[src/rtl/page_router_if.sv]
// Page router bus: direct-select request, page pixels and buttons in,
// routed buttons, selected pixel and status out.
interface page_router_if #(
    parameter int NUM_PAGES = 4,
    parameter int PIX_W     = 12,
    parameter int BTN_W     = 16
) ();
    localparam int PW = $clog2(NUM_PAGES);

    logic                       sel_valid;
    logic [PW-1:0]              sel_page;
    logic [NUM_PAGES*PIX_W-1:0] pix_in;
    logic [BTN_W-1:0]           btns_in;
    logic [NUM_PAGES*BTN_W-1:0] btns_out;
    logic [PIX_W-1:0]           pix_out;
    logic [PW-1:0]              page_cur;
    logic                       switching;

    // Client side: issues selects and supplies page data.
    modport master (
        output sel_valid, sel_page, pix_in, btns_in,
        input  btns_out, pix_out, page_cur, switching
    );

    // Router side.
    modport slave (
        input  sel_valid, sel_page, pix_in, btns_in,
        output btns_out, pix_out, page_cur, switching
    );
endinterface

[src/rtl/page_router.sv]
// Page router: debounced next/prev buttons and a direct-select strobe set a
// target page; the visible page only changes on a v_sync falling edge so a
// switch never tears mid-frame. Optional macro PAGE_BLANK_EN inserts one
// blanked frame (pix_out = 0, buttons gated off) after each switch.
module page_router #(
    parameter int NUM_PAGES  = 4,
    parameter int PIX_W      = 12,
    parameter int BTN_W      = 16,
    parameter int DEB_CYCLES = 50000
) (
    input  logic          vga_clk,
    input  logic          vga_rst,
    input  logic          btn_next,
    input  logic          btn_prev,
    input  logic          v_sync,
    page_router_if.slave  bus
);
    localparam int PW = $clog2(NUM_PAGES);
    localparam int CW = $clog2(DEB_CYCLES + 1);
    localparam logic [PW-1:0] LAST_PAGE = PW'(NUM_PAGES - 1);
    localparam logic [CW-1:0] DEB_LAST  = CW'(DEB_CYCLES - 1);

`ifdef PAGE_BLANK_EN
    typedef enum logic [1:0] {IDLE = 2'd0, PEND = 2'd1, BLANK = 2'd2} state_t;
`else
    typedef enum logic [1:0] {IDLE = 2'd0, PEND = 2'd1} state_t;
`endif

    // Wrapping page arithmetic.
    function automatic logic [PW-1:0] page_inc(input logic [PW-1:0] p);
        return (p == LAST_PAGE) ? '0 : p + 1'b1;
    endfunction

    function automatic logic [PW-1:0] page_dec(input logic [PW-1:0] p);
        return (p == '0) ? LAST_PAGE : p - 1'b1;
    endfunction

    // Index 0 = next, index 1 = prev.
    logic [1:0]    btn_raw;
    logic [1:0]    sync_p0;
    logic [1:0]    sync_p1;
    logic [CW-1:0] deb_cnt [2];
    logic [1:0]    accepted;
    logic [1:0]    pulse;

    logic [PW-1:0]    target;
    logic [PW-1:0]    page_reg;
    logic             vsync_q;
    logic             boundary;
    logic             sel_ok;
    logic             blank;
    logic             commit;
    state_t           state;
    state_t           state_nxt;
    logic [PIX_W-1:0] pix_sel;
    logic [PIX_W-1:0] pix_reg;
    logic [NUM_PAGES*BTN_W-1:0] btns_gated;

    assign btn_raw = {btn_prev, btn_next};

    for (genvar b = 0; b < 2; b++) begin : g_btn
        // Two-flop synchroniser for the raw asynchronous button.
        always_ff @(posedge vga_clk or negedge vga_rst) begin
            if (!vga_rst) begin
                sync_p0[b] <= 1'b0;
                sync_p1[b] <= 1'b0;
            end else begin
                sync_p0[b] <= btn_raw[b];
                sync_p1[b] <= sync_p0[b];
            end
        end

        // Debounce: accept a new level after DEB_CYCLES consecutive samples
        // that disagree with the accepted one; pulse on an accepted rise.
        always_ff @(posedge vga_clk or negedge vga_rst) begin
            if (!vga_rst) begin
                deb_cnt[b]  <= '0;
                accepted[b] <= 1'b0;
                pulse[b]    <= 1'b0;
            end else begin
                pulse[b] <= 1'b0;
                if (sync_p1[b] == accepted[b]) begin
                    deb_cnt[b] <= '0;
                end else if (deb_cnt[b] == DEB_LAST) begin
                    deb_cnt[b]  <= '0;
                    accepted[b] <= sync_p1[b];
                    pulse[b]    <= sync_p1[b];
                end else begin
                    deb_cnt[b] <= deb_cnt[b] + 1'b1;
                end
            end
        end
    end

    // An out-of-range direct select is dropped entirely.
    assign sel_ok = bus.sel_valid &&
                    ({1'b0, bus.sel_page} < (PW + 1)'(NUM_PAGES));

    // Target page: direct select wins, opposing button pulses cancel.
    always_ff @(posedge vga_clk or negedge vga_rst) begin
        if (!vga_rst) begin
            target <= '0;
        end else if (sel_ok) begin
            target <= bus.sel_page;
        end else if (pulse[0] && !pulse[1]) begin
            target <= page_inc(target);
        end else if (pulse[1] && !pulse[0]) begin
            target <= page_dec(target);
        end
    end

    // Previous v_sync sample for falling-edge (frame boundary) detection.
    always_ff @(posedge vga_clk or negedge vga_rst) begin
        if (!vga_rst) begin
            vsync_q <= 1'b1;
        end else begin
            vsync_q <= v_sync;
        end
    end

    assign boundary = vsync_q && !v_sync;

    // Switch FSM state register.
    always_ff @(posedge vga_clk or negedge vga_rst) begin
        if (!vga_rst) begin
            state <= IDLE;
        end else begin
            state <= state_nxt;
        end
    end

    // Switch FSM next state; commit only on a frame boundary while pending.
    always_comb begin
        state_nxt = state;
        commit    = 1'b0;
        case (state)
            IDLE: begin
                if (target != page_reg) begin
                    state_nxt = PEND;
                end
            end
            PEND: begin
                if (target == page_reg) begin
                    state_nxt = IDLE;
                end else if (boundary) begin
                    commit = 1'b1;
`ifdef PAGE_BLANK_EN
                    state_nxt = BLANK;
`else
                    state_nxt = IDLE;
`endif
                end
            end
`ifdef PAGE_BLANK_EN
            BLANK: begin
                if (boundary) begin
                    state_nxt = IDLE;
                end
            end
`endif
            default: state_nxt = IDLE;
        endcase
    end

    // Committed page register.
    always_ff @(posedge vga_clk or negedge vga_rst) begin
        if (!vga_rst) begin
            page_reg <= '0;
        end else if (commit) begin
            page_reg <= target;
        end
    end

`ifdef PAGE_BLANK_EN
    assign blank = (state == BLANK);
`else
    assign blank = 1'b0;
`endif

    // Select the committed page's pixel slice.
    always_comb begin
        pix_sel = '0;
        for (int k = 0; k < NUM_PAGES; k++) begin
            if (PW'(k) == page_reg) begin
                pix_sel = bus.pix_in[k*PIX_W +: PIX_W];
            end
        end
    end

    // Registered pixel output, forced to zero while blanking.
    always_ff @(posedge vga_clk or negedge vga_rst) begin
        if (!vga_rst) begin
            pix_reg <= '0;
        end else begin
            pix_reg <= blank ? '0 : pix_sel;
        end
    end

    // Route the shared buttons to the committed page only.
    always_comb begin
        btns_gated = '0;
        for (int k = 0; k < NUM_PAGES; k++) begin
            if (!blank && (PW'(k) == page_reg)) begin
                btns_gated[k*BTN_W +: BTN_W] = bus.btns_in;
            end
        end
    end

    assign bus.btns_out  = btns_gated;
    assign bus.pix_out   = pix_reg;
    assign bus.page_cur  = page_reg;
    assign bus.switching = (state != IDLE);
endmodule

[src/flat_wrapper.sv]
// flat-port wrapper written by rule: the top's interface ports become plain ports
module page_router_flat 
#(
    parameter int NUM_PAGES  = 4,
    parameter int PIX_W      = 12,
    parameter int BTN_W      = 16,
    parameter int DEB_CYCLES = 50000
)
  (vga_clk, vga_rst, btn_next, btn_prev, v_sync, bus_sel_valid, bus_sel_page, bus_pix_in, bus_btns_in, bus_btns_out, bus_pix_out, bus_page_cur, bus_switching);
  page_router_if #(.NUM_PAGES(NUM_PAGES), .PIX_W(PIX_W), .BTN_W(BTN_W)) bus_i ();
  input  logic vga_clk;
  input  logic vga_rst;
  input  logic btn_next;
  input  logic btn_prev;
  input  logic v_sync;
  input wire logic [$bits(bus_i.sel_valid)-1:0] bus_sel_valid;
  input wire logic [$bits(bus_i.sel_page)-1:0] bus_sel_page;
  input wire logic [$bits(bus_i.pix_in)-1:0] bus_pix_in;
  input wire logic [$bits(bus_i.btns_in)-1:0] bus_btns_in;
  output wire logic [$bits(bus_i.btns_out)-1:0] bus_btns_out;
  output wire logic [$bits(bus_i.pix_out)-1:0] bus_pix_out;
  output wire logic [$bits(bus_i.page_cur)-1:0] bus_page_cur;
  output wire logic [$bits(bus_i.switching)-1:0] bus_switching;
  assign bus_i.sel_valid = bus_sel_valid;
  assign bus_i.sel_page = bus_sel_page;
  assign bus_i.pix_in = bus_pix_in;
  assign bus_i.btns_in = bus_btns_in;
  assign bus_btns_out = bus_i.btns_out;
  assign bus_pix_out = bus_i.pix_out;
  assign bus_page_cur = bus_i.page_cur;
  assign bus_switching = bus_i.switching;
  page_router #(.NUM_PAGES(NUM_PAGES), .PIX_W(PIX_W), .BTN_W(BTN_W), .DEB_CYCLES(DEB_CYCLES)) u_core (.vga_clk(vga_clk), .vga_rst(vga_rst), .btn_next(btn_next), .btn_prev(btn_prev), .v_sync(v_sync), .bus(bus_i));
endmodule
[config.mk]
export PLATFORM = sky130hd
export DESIGN_NAME = page_router_flat
export DESIGN_NICKNAME = d
export VERILOG_FILES = /design/src/rtl/page_router_if.sv /design/src/rtl/page_router.sv /design/src/flat_wrapper.sv
export SDC_FILE = /design/constraint.sdc
export NUM_CORES = 1
export LEC_CHECK = 0
export CORE_ASPECT_RATIO = 0.6
export CORE_MARGIN = 2
export CORE_UTILIZATION = 41
export DETAILED_ROUTE_END_ITERATION = 7
export GPL_TIMING_DRIVEN = 1
export PLACE_DENSITY = 0.89
export SYNTH_ARGS = -nofsm -noshare
export SYNTH_HDL_FRONTEND = slang
export SYNTH_SLANG_ARGS = --single-unit
[constraint.sdc]
create_clock -name vga_clk -period 2.3 [get_ports vga_clk]
set_input_delay 0.46 -clock vga_clk [delete_from_list [all_inputs] [get_ports vga_clk]]
set_output_delay 0.46 -clock vga_clk [all_outputs]
set_load 0.005 [all_outputs]
==> metrics.txt, run 1 <==
CP Max Fanout 16; Clock Tree Root clkbuf_16; DR iter-0 viols approximately 210; Final Slew Violations 0; Clock Skews 7.054 ps; die area 8453 um^2; Clock power frac between 20% and 30%; vias in the first global route between 2000 and 3000; internal power 3.375 mW; Critical path origin u_core.bus.page_cur[0]; final cell count without fillers 566; vias about 2800; WL/cell between 15 and 20 um; critical path class reg2out; Arrival @ worst endpoint between 1500 and 2000 ps; synth warn 0; Die H just over 70 um; Sw Share between 20% and 30%; global route total overflow 0; Synth Area in XOR/XNOR under 10%; Die Wd 117.4 um; Adder-Cell Fraction of Synth Area around 1.6%; TritonCTS sink count 58; pwr dens 903.8 nW/um^2; synth unique cells 40; multiplexer share of the synthesized area 9.379%; status complete, no violations; critical path depth in cells 4; CP Capture Type output port; Final period util between 90% and 100%; Final Hold Viols 0; Net Switching ~1.2 mW; Buffers on Ports 150; GRT Overall Usage about 24%; FF+latch area 1453 um^2; end point of the critical path bus_btns_out[27]; crit-path cells nor2b_1 -> buf_6 -> and2_1 -> clkdlybuf4s50_1; max capacitance violation total 0; Async SR Flop Fraction 100.0%; initial antenna violation count 0; cell area after synthesis around 3200 um^2; Worst Path Required approximately 1800 ps; Util after Layout 69.54%; CP max-delay cell clkdlybuf4s50_1; Reg clk slew, reported paths roughly 50 ps; clk_lat worst skew between 300 and 400 ps; Peak Freq roughly 0.45 GHz; Initial Util a little over two fifths; area taken by multi-input logic gates ~1600 um^2; top cell family by delay on the critical path buffers and inverters; VDD IR max 0.5361 mV; hold-fix buffer count after cts 0; Final WS setup 63.25 ps; Residual DRC 0; Tmin final between 2000 and 2500 ps; Vias per Instance 5.025; CP peak stage delay roughly 510 ps; io pins between 150 and 200; Synth area leaders dfrtp_1, and2_1, mux4_2, xnor2_1, nor2_1; Seq cells post-synth between 50 and 60; CP startpoint kind flop; RD Place Congestion a little over 0.8; Post-Route WL 9.652 mm; CTS tree built; pre-CTS setup slack 146.9 ps; flop-to-flop setup slack between 300 and 400 ps; largest net degree at the start of global routing ~60; drt first pass iters 4; Seq/Total Area, Yosys roughly 46%; Synth top area share 45.11%; syn_nets about 380; post-synthesis compound-gate area fraction 3.562%; CTS max path bufs 2; Synth Instances slightly above 300; Reg-to-Reg Start u_core.deb_cnt[16]; Post-synth EDFFs 0; largest family of logic cells by synthesized area simple AND/OR/NAND/NOR gates; post-DP HPWL about 7.3 mm; fillers a little over 500; Synth Flop Type dfrtp_1; # diodes 0; Final Power between 4 and 5 mW; Post-CTS Setup Bufs 0; worst path buffer plus inverter count 2; Mean Syn Cell Area 10.43 um^2; CTS Buf Count 9; # H-tree levels 3; area delta synth->final 61.81%; FF-to-FF End u_core.accepted[0]; RSZ-0062 raised after global routing yes; Inst Count DP roughly 550; leak pwr between 2 and 2.5 nW; cell taking the most area after synthesis dfrtp_1; layout cells sized above 1 around 8.9%; Final setup viols 0; DRT antenna net count 0; measured slew at the worst slew-check pin between 700 and 800 ps; Rel. slew slack 52.47%; core area ~7400 um^2; post-CTS sizing 2; row cnt 24; simple-gate share of the synthesized area between 20% and 30%; Worst Hold Class in2async; sequential power share a little over a quarter; path depth of the worst reg2reg path 4; Nets between 500 and 600; combinational power share a little over two fifths; global-route wire length before repair between 15 and 20 mm
layer usage:
layer / GRT usage [%] / wire, um / vias to the layer above
li1: - / - / 1366
met1: 29.93 / 4165 / 1367
met2: 41.13 / 4709 / 93
met3: 7.469 / 601 / 18
met4: 7.095 / 177 / 0
met5: 0 / 0 / -
flip-flops by register name (all words and copies together) (netlist names):
register / flops
u_core.accepted: 2
u_core.bus.page_cur: 2
u_core.bus.pix_out: 12
u_core.deb_cnt: 32
u_core.pulse: 2
u_core.state: 1
u_core.sync_p0: 2
u_core.sync_p1: 2
u_core.target: 2
u_core.vsync_q: 1
cell families after synthesis:
kind of cell,Yosys count
adders and majority gates,4
DFF,58
buffers and inverters,20
and+or+nand+nor,163
xor gates and xnor gates,30
muxes,14
AOI/OAI and AO/OA,14
worst min-delay path by stage:
stage,startpoint,end,depth (start not counted)
2_1_floorplan,vga_rst,u_core.accepted[0],0
3_3_place_gp,u_core.sync_p0[1],u_core.sync_p1[1],0
3_5_place_dp,u_core.sync_p0[0],u_core.sync_p1[0],0
4_1_cts,vga_rst,u_core.deb_cnt[0],2
5_1_grt,vga_rst,u_core.deb_cnt[3],2
6_report,vga_rst,u_core.deb_cnt[3],2
Yosys cell counts (all sizes together), types with 2 or more instances:
cell     n
nand3   11
nor4     7
nand2b   2
nor3     5
nor4bb   2
xor2     7
a21oi    2
nor2    36
mux2     2
and2    49
nand4    8
ha       4
nand3b   2
clkbuf   9
nor3b    2
nor4b    2
and3    20
nand2   12
o21ai    4
buf      3
dfrtp   57
nor2b    3
inv      8
xnor2   23
mux4    12
metrics by stage:
stage               instance area, um^2  setup TNS [ps]  hold WS, ps
floorplan                          3162               0        164.4
global placement                   4793               0        335.3
detailed placement                 4793               0        335.5
CTS                                5109               0        292.4
global route                       5116          -1.593        349.2
finish                             5116               0        256.7
layout by cell type, fill, tap and decap left out, types with 2 or more instances in the layout:
cell               n
bufinv_16          2
nor4_1             7
and3_1            19
nor3_1             5
clkbuf_16          9
inv_1              8
dfrtp_1           57
and2_1            49
xnor2_1           23
a21oi_1            2
xor2_1             7
nand2_1           12
buf_6              2
nor2_1            36
nand3_1           11
o21ai_0            4
nor3b_1            2
nand3b_1           2
nand4_1            8
mux4_2            12
nor2b_1            3
nand2b_1           2
ha_1               4
clkdlybuf4s50_1  149
nor4bb_1           2
buf_4              4
power groups by stage:
stage	combinational (mW)	sequential [mW]	clock [mW]
after detailed placement	1.97	1.27	0
after global placement	1.92	1.25	0
after global routing	2.11	1.27	1.46
after floorplan	0.749	1.27	0
final	1.99	1.25	1.38
after CTS	1.99	1.26	1.41
worst reg2reg max path: stages (launching register included):
cell     delay, ps
dfrtp_1        380
ha_1           200
nand3_1        310
or4_4          620
mux2_4         310
final cells by class:
type,count,area share [%]
clock buffers,11,4.744
multi-input cells,225,31.89
well taps,104,2.543
repair buffers,157,30.57
clock inverters,3,1.272
flip-flops and latches,58,28.39
inverters,8,0.5869
(Power assumes the default switching activity.)
==> run 2: changes to the inputs <==
--- a/config.mk
+++ b/config.mk
@@ -6,11 +6,11 @@
 export NUM_CORES = 1
 export LEC_CHECK = 0
 export CORE_ASPECT_RATIO = 0.6
-export CORE_MARGIN = 2
 export CORE_UTILIZATION = 41
 export DETAILED_ROUTE_END_ITERATION = 7
 export GPL_TIMING_DRIVEN = 1
 export PLACE_DENSITY = 0.89
+export SETUP_SLACK_MARGIN = 0.1
 export SYNTH_ARGS = -nofsm -noshare
 export SYNTH_HDL_FRONTEND = slang
 export SYNTH_SLANG_ARGS = --single-unit
==> run 2 against run 1 <==
Non-clock buffer count rose by 6. Setup slack improved by 31 ps. Global-route usage up 0.20 points. Combinational power rose by 3%. Total power decreased by 4.0%. Design area barely moved. Core utilization about the same. Largest cell class unchanged. Largest power group unchanged.
==> metrics.txt, run 2 (synthesized netlist as in run 1, its figures left out) <==
vias in the first global route 2844; initial antenna violation count 0; CP Max Fanout 16; commonest non-fill, non-tap cell in the layout clkdlybuf4s50_1; Post-Route WL 9.286 mm; status complete, no violations; # H-tree levels 3; critical path depth in cells 4; met2 Use GR about two fifths; largest net degree at the start of global routing 29; Vias per Instance just over 5; io pins roughly 150; area delta synth->final 61.73%; row cnt 24; global route total overflow 0; CP peak stage delay 510 ps; DR iter-0 viols approximately 110; crit-path cells nor2b_2 -> buf_6 -> and2_1 -> clkdlybuf4s50_1; setup TNS 0 ps; fillers about 540; Arrival @ worst endpoint roughly 1800 ps; RD Place Congestion between 0.8 and 0.9; CTS tree built; CP Capture Type output port; Final period util 95.91%; Final Slew Violations 0; Nets 541; Tmin final roughly 2200 ps; Clock Skews about 4.6 ps; TritonCTS sink count between 50 and 60; Biggest register u_core.deb_cnt; CP startpoint kind flop; RSZ-0062 raised after global routing yes; FF+latch area roughly 1500 um^2; WL/cell about 16 um; Rel. slew slack 67.00%; Clock Tree Root clkbuf_16; commonest cells after routing, fill and taps aside clkdlybuf4s50_1, dfrtp_1, and2_1, nor2_1, xnor2_1; Initial Util a little over two fifths; top cell family by delay on the critical path buffers and inverters; max capacitance violation total 0; global-route wire length before repair ~15 mm; CTS Buf Count 9; Util after Layout 69.51%; M3 GR Usage under 10%; Die H 70.02 um; Residual DRC 0; measured slew at the worst slew-check pin 493.9 ps; core area 7357 um^2; Final Hold Viols 0; critical path class reg2out; post-DP HPWL 7.082 mm; CP max-delay cell clkdlybuf4s50_1; max FFs per register 32; layout cells sized above 1 about 10%; die area between 8000 and 9000 um^2; # diodes 0; area taken by multi-input logic gates roughly 1600 um^2; vias between 2000 and 3000; Final setup viols 0; Peak Freq 0.4533 GHz; Worst Hold Class in2async; worst path buffer plus inverter count 2; VDD IR max ~0.74 mV; met1 Track Usage GR between 30% and 40%; DRT antenna net count 0; path depth of the worst reg2reg path 4; Buffers on Ports 150; busiest grt layer met2; Reg clk slew, reported paths approximately 50 ps; leak pwr 2.109 nW; Die Wd around 120 um; clk_lat worst skew ~320 ps; CTS max path bufs 2; Worst Path Required around 1800 ps; pwr dens between 800 and 900 nW/um^2; GRT Overall Usage about a quarter; drt first pass iters 4
run 2: final cells by class:
cell class	count	share of cell area [%]
tap	104	2.545
inverter	8	0.5872
multi-input combinational	225	32.00
clock buffer	14	4.967
timing repair buffer	163	31.44
sequential	58	28.46
run 2: path summary, 6_finish.rpt:
path / start / to / slack (ps)
min reg2reg: u_core.sync_p0[1] / u_core.sync_p1[1] / 350
min: vga_rst / u_core.deb_cnt[11] / 30
min in group vga_clk: u_core.sync_p0[1] / u_core.sync_p1[1] / 350
max in group asynchronous: vga_rst / u_core.bus.pix_out[7] / 1590
max: u_core.bus.page_cur[1] / bus_btns_out[46] / 90
max reg2reg: u_core.deb_cnt[16] / u_core.accepted[0] / 350
run 2: per-stage QoR:
stage	std cells	instance area, um^2	hold WS [ps]	total power, mW	setup WS [ps]
6_report	572	5114	32.38	4.441	93.96
3_3_place_gp	554	4808	334.8	3.188	182.3
4_1_cts	572	5106	31.87	4.476	69.79
2_1_floorplan	303	3162	164.4	2.018	502.4
5_1_grt	572	5114	46.79	4.666	17.51
3_5_place_dp	554	4808	340.1	3.233	172.2
run 2: timing repair:
action / 4_1_cts / 5_1_grt
buffers inserted: 4 / 0
pin swaps: 0 / 0
endpoints found under the setup margin: 59 / 55
cloned: 0 / 0
gates resized for setup: 6 / 3
hold buffers: 0 / 0
run 2: where the power goes:
| group | internal [mW] | switching [mW] |
|---|---|---|
| clock network | 0.743 | 0.398 |
| logic | 1.29 | 0.751 |
| registers | 1.18 | 0.0836 |
run 2: per-layer routing:
layer,share of wire (%),vias to the layer above
li1,-,1372
met1,43,1399
met2,47,88
met3,7.1,24
met4,2.6,0
met5,0,-
==> run 3: changes to the inputs <==
--- a/config.mk
+++ b/config.mk
@@ -9,8 +9,9 @@
 export CORE_UTILIZATION = 41
 export DETAILED_ROUTE_END_ITERATION = 7
 export GPL_TIMING_DRIVEN = 1
-export PLACE_DENSITY = 0.89
+export PLACE_DENSITY = 0.9
 export SETUP_SLACK_MARGIN = 0.1
 export SYNTH_ARGS = -nofsm -noshare
 export SYNTH_HDL_FRONTEND = slang
 export SYNTH_SLANG_ARGS = --single-unit
+export TNS_END_PERCENT = 100
==> run 3 against run 2 <==
Cell count is 2.8% higher. Clock power rose by 6%. First-iteration DRC count up 100%. Core utilization up 3.9 points. Sequential share of layout area is 1.5 points lower. Routed wire length is 28% higher. Global-route usage grew 1.3 points. Via count rose by 13%. Hold slack got worse by 14 ps. Critical path type unchanged.
==> metrics.txt, run 3 (synthesized netlist as in run 1, its figures left out) <==
leak pwr between 2 and 3 nW; Initial Util about 43%; Inst Count DP 555; post-DP HPWL roughly 7.5 mm; Final Slew Violations 0; end point of the critical path bus_btns_out[49]; # diodes 0; CP max-delay cell clkdlybuf4s50_1; Routed met3 length around 1000 um; Biggest register u_core.deb_cnt; WL/cell around 20 um; max FFs per register 32; RSZ-0062 raised after global routing yes; final cell count without fillers between 500 and 600; critical path class reg2out; Nets 556; DR iter-0 viols 229; CTS max path bufs 2; Reg clk slew, reported paths 50 ps; Peak Freq between 0.4 and 0.5 GHz; Buffers on Ports 150; pwr dens 908.3 nW/um^2; path depth of the worst reg2reg path 5; clk_lat worst skew 320 ps; Top Layer Used met5; Post-Route WL around 12 mm; max capacitance violation total 0; Arrival @ worst endpoint ~1800 ps; CTS tree built; area delta synth->final 70.76%; status complete, no violations; io pins about 150; Clock Tree Root clkbuf_16; measured slew at the worst slew-check pin roughly 520 ps; DRT antenna net count 0; Final setup viols 0; crit-path cells buf_6 -> and3_1 -> clkdlybuf4s50_1; M1 wire length roughly 4.5 mm; GRT Overall Usage around a quarter; Rel. slew slack about 65%; global route total overflow 0; vias in the first global route 2923; largest net degree at the start of global routing 29; FF-to-FF End u_core.deb_cnt[23]; Tmin final roughly 2300 ps; RD Place Congestion roughly 0.90; core area 7357 um^2; VDD IR max between 0.3 and 0.4 mV; Die H 70.02 um; CP Capture Type output port; CP peak stage delay roughly 560 ps; Vias per Instance 5.561; Reg-to-Reg Start u_core.deb_cnt[16]; die area slightly above 8000 um^2; Worst Hold Class in2async; Worst Path Required ~1800 ps; Final period util between 90% and 100%; Final Hold Viols 0; Residual DRC 0; commonest cells after routing, fill and taps aside clkdlybuf4s50_1, dfrtp_1, and2_1, dlymetal6s2s_1, nor2_1; global-route wire length before repair between 15 and 20 mm; fillers 460; initial antenna violation count 1; Critical path origin u_core.bus.page_cur[1]; Die Wd about 120 um; # H-tree levels 3; TritonCTS sink count 58; CTS Buf Count 9; commonest non-fill, non-tap cell in the layout clkdlybuf4s50_1; vias between 3000 and 4000; CP startpoint kind flop; setup TNS 0 ps; FF+latch area between 1000 and 1500 um^2; Clock Skews ~11 ps; flop-to-flop setup slack 270 ps; area taken by multi-input logic gates 1657 um^2; met2 wire length 5.788 mm; CP Max Fanout 23; drt first pass iters 6; layout cells sized above 1 around 14%; row cnt 24
-- run 3: changes by cell type in the layout (fill, tap and decap cells not counted), moves of 2 or more --
cell,before,now
buf_6,4,7
clkdlybuf4s50_1,148,105
dlymetal6s2s_1,1,44
clkinv_2,0,3
buf_4,8,20
nor2b_4,0,2
clkbuf_1,4,1
nor2b_2,2,0
-- run 3: metal layers --
layer	vias to the layer above	track usage (%)
li1	1401	-
met1	1602	31.69
met2	207	40.98
met3	58	7.639
met4	2	11.69
met5	-	0
-- run 3: where the power goes --
part | internal (mW) | leakage [nW] | total (mW) | switching (mW)
clock network | 0.774 | 0.138 | 1.21 | 0.439
registers | 1.18 | 0.753 | 1.29 | 0.108
logic | 1.47 | 2.01 | 2.41 | 0.932
-- run 3: how the worst min path moves through the flow --
stage                              end  slack, ps  depth (start not counted)
detailed placement   u_core.sync_p1[0]        330                          0
global route        u_core.deb_cnt[12]         20                          1
floorplan           u_core.accepted[0]        160                          0
global placement     u_core.sync_p1[0]        340                          0
CTS                 u_core.deb_cnt[12]          9                          1
finish              u_core.deb_cnt[15]         20                          1
-- run 3: stage by stage --
stage	worst slack, ps	power (mW)	area (um^2)	hold slack (ps)	util, %
after floorplan	502.4	2.018	3162	164.4	-
after global placement	200.2	3.209	4816	335.6	65.46
after detailed placement	162.2	3.268	4816	334.7	65.46
after CTS	66.48	4.512	5102	8.651	69.35
after global routing	-18.99	5.099	5399	18.30	73.38
final	20.98	4.904	5399	18.52	73.38
-- run 3: critical path, delay by kind of cell, from the launching register on --
kind | cells | cell delay (ps)
buffers and inverters | 2 | 800
flip-flops | 1 | 460
AND/OR/NAND/NOR | 1 | 230
-- run 3: timing repair --
item	in CTS	in global routing
resized for setup	4	65
setup endpoints to repair	20	58
setup buffers	0	15
hold endpoints to repair	0	0
hold buffers	0	0
gates cloned	0	3
pin swaps	0	1
-- run 3: cell type report --
type,count,area share (%)
clock inverter,3,0.2781
timing repair buffer,178,34.37
multi-input combinational,225,30.68
sequential,58,26.95
clock buffer,12,4.751
inverter,8,0.5562
tap,104,2.410
